==> config.mk <==
export PLATFORM = sky130hd
export DESIGN_NAME = alu_exec_unit
export DESIGN_NICKNAME = d
export VERILOG_FILES = /design/src/rtl/alu_exec_unit.sv
export SDC_FILE = /design/constraint.sdc
export NUM_CORES = 1
export LEC_CHECK = 0
export ABC_CLOCK_PERIOD_IN_PS = 5100
export CORE_ASPECT_RATIO = 0.7
export CORE_MARGIN = 4
export CORE_UTILIZATION = 30
export DETAILED_ROUTE_END_ITERATION = 6
export PLACE_DENSITY = 0.56
export SYNTH_ARGS = -nofsm -noshare
export SYNTH_HDL_FRONTEND = slang
export SYNTH_SLANG_ARGS = --single-unit
==> constraint.sdc <==
create_clock -name clk -period 5.1 [get_ports clk]
set_input_delay 1.275 -clock clk [delete_from_list [all_inputs] [get_ports clk]]
set_output_delay 1.275 -clock clk [all_outputs]
set_load 0.01 [all_outputs]
==> src/rtl/alu_exec_unit.sv <==
// alu_exec_unit: handshaked execute-stage ALU; logic/arith ops finish in one clock,
// shifts iterate one bit per clock under a small IDLE/SHIFT/DONE FSM.
module alu_exec_unit #(
    parameter int WIDTH = 32
) (
    input  logic             clk,
    input  logic             reset,
    input  logic             inValid,
    output logic             inReady,
    input  logic [2:0]       aluControl,
    input  logic [WIDTH-1:0] srcA,
    input  logic [WIDTH-1:0] srcB,
    output logic             outValid,
    input  logic             outReady,
    output logic [WIDTH-1:0] result,
    output logic             zero,
    output logic             lessThan
);
    localparam int SW = $clog2(WIDTH);

    typedef enum logic [1:0] {IDLE, SHIFT, DONE} state_t;

    state_t           state;
    logic [WIDTH-1:0] work;
    logic [WIDTH-1:0] aluRes;
    logic [WIDTH-1:0] shiftNext;
    logic [SW-1:0]    count;
    logic [SW-1:0]    shamt;
    logic             shiftLeft;
    logic             signedLess;

    assign inReady    = state == IDLE;
    assign shamt      = srcB[SW-1:0];
    assign signedLess = $signed(srcA) < $signed(srcB);
    assign shiftNext  = shiftLeft ? work << 1 : work >> 1;

    // Shift codes produce no single-cycle result; the FSM owns them.
    always_comb begin
        case (aluControl)
            3'b000:         aluRes = srcA + srcB;
            3'b001, 3'b100: aluRes = srcA - srcB;
            3'b010:         aluRes = srcA & srcB;
            3'b011:         aluRes = srcA | srcB;
            3'b101:         aluRes = {{(WIDTH-1){1'b0}}, signedLess};
            default:        aluRes = '0;
        endcase
    end

    always_ff @(posedge clk) begin
        if (reset) begin
            state     <= IDLE;
            outValid  <= 1'b0;
            result    <= '0;
            zero      <= 1'b0;
            lessThan  <= 1'b0;
            count     <= '0;
            work      <= '0;
            shiftLeft <= 1'b0;
        end else begin
            case (state)
                IDLE: if (inValid) begin
                    lessThan <= signedLess;
                    if (aluControl[2:1] == 2'b11) begin
                        work      <= srcA;
                        count     <= shamt;
                        shiftLeft <= ~aluControl[0];
                        if (shamt == '0) begin
                            result   <= srcA;
                            zero     <= srcA == '0;
                            outValid <= 1'b1;
                            state    <= DONE;
                        end else begin
                            state <= SHIFT;
                        end
                    end else begin
                        result   <= aluRes;
                        zero     <= aluRes == '0;
                        outValid <= 1'b1;
                        state    <= DONE;
                    end
                end
                SHIFT: begin
                    work  <= shiftNext;
                    count <= count - 1'b1;
                    if (count == SW'(1)) begin
                        result   <= shiftNext;
                        zero     <= shiftNext == '0;
                        outValid <= 1'b1;
                        state    <= DONE;
                    end
                end
                DONE: if (outReady) begin
                    outValid <= 1'b0;
                    state    <= IDLE;
                end
                default: state <= IDLE;
            endcase
        end
    end
endmodule

==> results of run 1 <==
## power by group through the flow
stage | registers [uW] | clock network [uW] | logic (uW)
2_1_floorplan | 703 | 0 | 677
3_3_place_gp | 700 | 0 | 1370
3_5_place_dp | 702 | 0 | 1360
4_1_cts | 689 | 612 | 1380
5_1_grt | 697 | 634 | 1530
6_report | 690 | 601 | 1430
## worst register-to-register path: cells and delay by family, from the launching register on
family,cells,cell delay [ns]
DFF,1,0.53
AOI/OAI and AO/OA,2,0.39
buffers and inverters,2,0.56
and+or+nand+nor,9,2.15
## kinds of logic after synthesis
group | count (synthesis)
AOI/OAI and AO/OA | 496
and+or+nand+nor | 445
buffers and inverters | 194
adders and majority gates | 110
DFF | 75
muxes | 24
xor gates and xnor gates | 8
## cells in the final DEF, fill, tap and decap left out, types with 6 or more instances in the layout
cell and count:
a21o_1 17, xnor2_1 7, nand2b_1 12, clkbuf_16 9, inv_1 99, nand2_1 120
dfxtp_1 75, a221oi_1 6, and3_1 9, nand3_1 30, o211ai_1 43, a211o_1 12
nor2_1 142, o21ai_0 62, a221o_1 7, buf_4 249, nor3_1 27, and2_1 20
mux2i_1 21, nand4_1 21, clkdlybuf4s50_1 100, a211oi_1 58, nor2b_1 11, or3_1 11
or2_2 7, nor4_1 15, o31ai_1 11, a31oi_1 19, a21oi_1 159, ha_1 105
o221ai_1 12
## registers in the layout, summed over array words and instances, names as in the netlist
register	cells
outValid	1
result	32
work	32
shiftLeft	1
zero	1
count	5
state	2
lessThan	1
## layout make-up
cell class                 count  area, sq um  area share [%]
sequential                    75         1501           11.64
inverter                     102        382.9           2.968
multi-input combinational   1083         7263           56.31
clock inverter                 2        10.01         0.07760
tap                          412        515.5           3.997
clock buffer                  14        264.0           2.047
timing repair buffer         357         2962           22.96
## how the worst max path moves through the flow
stage | slack [ns] | cells past startpoint | to | from
floorplan | 0.49 | 15 | zero | srcA[0]
global placement | -0.57 | 15 | zero | srcA[0]
detailed placement | -0.72 | 15 | zero | srcA[0]
CTS | 0.007 | 15 | zero | srcA[0]
global route | -0.03 | 16 | zero | srcB[1]
finish | 0.10 | 16 | zero | srcA[10]
## layer usage
metal  vias up  part of all wire [%]
li1       5507                     -
met1      5554                    47
met2       581                    42
met3        57                   8.5
met4         0                   2.4
met5         -                     0
## metrics by stage
step | hold slack, ns | util [%]
after global placement | 0.4456 | 40.92
final | 0.4497 | 42.47
after detailed placement | 0.4453 | 40.92
after floorplan | 0.4408 | -
after global routing | 0.4803 | 42.47
after CTS | 0.4536 | 41.94
## what timing repair did
action,in CTS,in global routing
endpoints found under the setup margin,1,6
pin swaps,1,18
hold endpoints to repair,0,0
cloned,0,0
buffers inserted,1,4
resized for setup,5,29
==> impl_metrics.toml, run 1 <==
[power]
total_power_uw = 2716
pwr-share-comb_pct = 52.5
p_sw_uw = 1093
cellInternalPower_uw = 1624
power_frac_clock_pct = 22.1
switching_share_pct = 40.23
pwr_density_cell_nw_per_um2 = 210.6
pwr-share-seq_pct = 25.4
p_leak_uw = 0.005518
ir_drop_v = 0.0001397

[sta]
period_share_pct = 98.03
fin_tns_setup_ns = 0
relSlewSlack_pct = 44.38
rsz0062_at_grt = "yes"
finalHoldViolCount = 0
slew_viol_final = 0
skew_ns = 0.009524
tightestPinTransition_ns = 0.8343
setup_viol = 0
fin_ws_ns = 0.1006
fmax_mhz = 200.0
min_period_ns = 4.999

[synth]
synth_seq_area_share_pct = 16.06
ys_types = 75
synthMuxAreaShare_pct = 2.610
yosys-top-cells-area = "dfxtp_1 (16%), ha_1 (14%), a21oi_1 (8.6%)"
synth_top_cell_area_share_pct = 16.06
yosysWarnings = 0
synth_top_family_by_area = "compound AO/OA/AOI/OAI gates"
syn-num-nets = 1533
synth-adder-area-share_pct = 14.88
async_flop_share_pct = 0
synthCells = 1352
synthXorXnorAreaFrac_pct = 0.7496
ys_seq_elements = 75
synth_most_common_cell = "a21oi_1"
yosys.area_share.simple_pct = 22.18
synth_area_sq_um = 9348
synth_common_cells = "a21oi_1 (161), nor2_1 (143), nand2_1 (121)"
synth_edf_count = 0
yosys.area.top_type = "dfxtp_1"
synth_compound_area_share_pct = 35.54
syn_area_per_cell_sq_um = 6.914
synthFlopType = "dfxtp_1"

[placed_design]
dpl.cell_count = 2024
hpwl_mm = 34.98
pre_cts_ws_ns = -0.7238
place.gp.congestion = 1.002
placed_cell_area_sq_um = 12430
io_buffers = 106

[floorplanning]
initial_core_util_pct = 30.78
fp.dieArea_sq_um = 34090
die_w_microns = 219.0
io_pins = 107
placementRows = 53
die_h_microns = 155.7
fp.coreArea_sq_um = 30370

[cts]
cts_sinks = 75
clk_latency_ns = 0.33
cts_max_path_buffers = 2
cts_tree = "yes"
cts-root-buf = "clkbuf_16"
ctsHtreeMaxLevel = 3
cts-buffers-inserted = 9
clk_pin_slew_worst_paths_ns = 0.06
ctsHoldBuffers = 0

[global_routing]
use_met2_pct = 36.66
use_met3_pct = 3.835
top_usage_layer = "met1"
grt_overflow = 0
grt_util_met1_pct = 36.83
antenna_found_initial = 0
grt_pass1_wl_mm = 65.58
grt_max_degree = 75
grtUsageTotal_pct = 24.51
grt_pass1_vias = 10880

[routing]
vias = 11700
wl_per_cell_microns = 21.36
drt-vias-per-instance = 5.721
routed_wl_mm = 43.68
first_pass_iters = 6
drtIter0Drc = 1376
drc = 0
ant_nets = 0

[worst_setup_path]
crit_chain = "clkdlybuf4s50_1, inv_1, ha_1, inv_1, a21o_1, a211o_1, a211o_1, buf_4, a21oi_1, a31oi_1, nor4_4, buf_4, nand4_1, or4_4, nor4_4, a41o_1"
ff2ff_setup_slack_ns = 1.42
timing.rr.end = "zero"
path_max_fanout = 5
timing.rr.start = "state[1]"
r2r_cells = 13
cp-end-kind = "register"
slowest_delay_ns = 0.58
critPathBufInv = 5
crit_type = "input pin to register"
cp_slowest_cell = "clkdlybuf4s50_1"
required_ns = 5.37
worstSetupStartpointType = "input pin"
path_delay_family = "compound AO/OA/AOI/OAI gates"
cp.arrival_ns = 5.27

[cells_and_area]
drive_above_1_share_pct = 19.23
final_nets = 1809
final_area_sq_um = 12900
n_fill_cell = 3201
diodes = 0
area_growth_pct = 37.99
stdcell_count = 2045

[job]
drv_cap = 0

[status]
status = "complete, no violations"

[hold_path]
hold_path_class = "register to register"
hold_start = "result[4]"
worstHoldPathCells = 2
hold_end = "result[4]"
(Power assumes the default switching activity.)
==> run 2: changes to the inputs <==
--- a/config.mk
+++ b/config.mk
@@ -11,6 +11,8 @@
 export CORE_UTILIZATION = 30
 export DETAILED_ROUTE_END_ITERATION = 6
 export PLACE_DENSITY = 0.56
+export RECOVER_POWER = 25
+export SLEW_MARGIN = 20
 export SYNTH_ARGS = -nofsm -noshare
 export SYNTH_HDL_FRONTEND = slang
 export SYNTH_SLANG_ARGS = --single-unit
==> impl_metrics.toml, run 2 (same netlist as run 1, synthesis figures left out) <==
[placed_design]
pre_cts_ws_ns = -0.7238
placed_cell_area_sq_um = 12430
io_buffers = 106
hpwl_mm = 34.98
place.gp.congestion = 1.002
dpl.cell_count = 2024

[floorplanning]
initial_core_util_pct = 30.78
placementRows = 53
fp.coreArea_sq_um = 30370
die_w_microns = 219.0
fp.dieArea_sq_um = 34090
die_h_microns = 155.7
io_pins = 107

[power]
p_leak_uw = 0.005590
ir_drop_v = 0.0001393
pwr_density_cell_nw_per_um2 = 209.6

[worst_setup_path]
worstSetupStartpointType = "input pin"
cp.arrival_ns = 5.27
ff2ff_setup_slack_ns = 1.41
path_max_fanout = 5
cp-end-kind = "register"
crit_type = "input pin to register"
required_ns = 5.37

[routing]
vias = 11660
drc = 0
routed_wl_mm = 43.58
drtIter0Drc = 1381
first_pass_iters = 6
drt-vias-per-instance = 5.702
wl_per_cell_microns = 21.31
ant_nets = 0

[cells_and_area]
stdcell_count = 2045
diodes = 0
reg.largest.list = "result x32, work x32, count x5"
fin_util_pct = 42.47
final_nets = 1809
final_common_cell = "buf_4"
final_area_sq_um = 12900
area_growth_pct = 37.99
final_cell_mix = "buf_4 (249), a21oi_1 (159), nor2_1 (142), nand2_1 (120), ha_1 (105)"
drive_above_1_share_pct = 19.23

[cts]
cts_max_path_buffers = 2
ctsHtreeMaxLevel = 3
clk_latency_ns = 0.33
cts_sinks = 75
clk_pin_slew_worst_paths_ns = 0.06
cts_tree = "yes"
cts-root-buf = "clkbuf_16"
cts-buffers-inserted = 9

[sta]
fmax_mhz = 200.0
slew_viol_final = 0
tightestPinTransition_ns = 0.8284
rsz0062_at_grt = "yes"
setup_viol = 0
period_share_pct = 98.03
fin_ws_ns = 0.1004
whs_ns = 0.4471
finalHoldViolCount = 0
skew_ns = 0.01036
min_period_ns = 5.000
relSlewSlack_pct = 44.77

[global_routing]
grt_max_degree = 75
grt_overflow = 0
grt_pass1_vias = 10880
grtUsageTotal_pct = 24.51
antenna_found_initial = 0
grt_pass1_wl_mm = 65.58

[status]
status = "complete, no violations"

[hold_path]
hold_path_class = "register to register"

[job]
drv_cap = 0
[run 2: cell types whose count changed in the layout (fill, tap and decap cells not counted), sizes merged]
cell | previous run | this run
clkdlybuf4s50 | 100 | 73
dlygate4sd3 | 0 | 27
[run 2: what timing repair did]
action,in CTS,in global routing
setup buffers,1,4
gates resized for setup,5,29
setup endpoints to repair,1,6
endpoints found under the hold margin,0,0
hold buffers,0,0
pin swaps,1,18
[run 2: final timing paths]
kind	from	to	depth (start not counted)
hold / removal	result[4]	result[4]	2
setup reg to reg	state[1]	zero	13
setup / recovery	srcA[10]	zero	16
hold reg to reg	result[4]	result[4]	2
[run 2: routing by layer]
layer	vias up	routed length, microns	GRT usage [%]
met5	-	0	0
met4	0	976	5.624
met3	54	3634	3.835
met2	597	18440	36.66
met1	5506	20530	36.83
li1	5504	-	-
[run 2: power by group]
group / internal, uW / leakage, uW / switching [uW] / total, uW
sequential: 643 / 0.000614 / 44.8 / 688
combinational: 614 / 0.00484 / 800 / 1410
clock: 355 / 0.000137 / 245 / 600
total: 1610 / 0.00559 / 1090 / 2700
[run 2: area by class of cell]
type                            instances  area [sq um]
Fill cell                            3201         17470
Timing Repair Buffer                  357          2962
Clock inverter                          2         10.01
Clock buffer                           14         264.0
Multi-Input combinational cell       1083          7263
Inverter                              102         382.9
Sequential cell                        75          1501
Tap cell                              412         515.5
[run 2: critical path, cell delays in order]
cell             delay (ns)
clkdlybuf4s50_1        0.58
inv_1                  0.10
ha_1                   0.40
inv_1                  0.08
a21o_1                 0.18
a211o_1                0.31
a211o_1                0.26
buf_4                  0.15
a21oi_1                0.15
a31oi_1                0.23
nor4_4                 0.34
buf_4                  0.15
nand4_1                0.12
or4_4                  0.58
nor4_4                 0.14
a41o_1                 0.20
[run 2: metrics by stage]
| step | total power, uW | TNS (ns) |
|---|---|---|
| 6_report | 2703 | 0 |
| 5_1_grt | 2852 | -0.03108 |
| 4_1_cts | 2678 | 0 |
| 3_5_place_dp | 2064 | -1.776 |
| 3_3_place_gp | 2067 | -1.262 |
| 2_1_floorplan | 1380 | 0 |
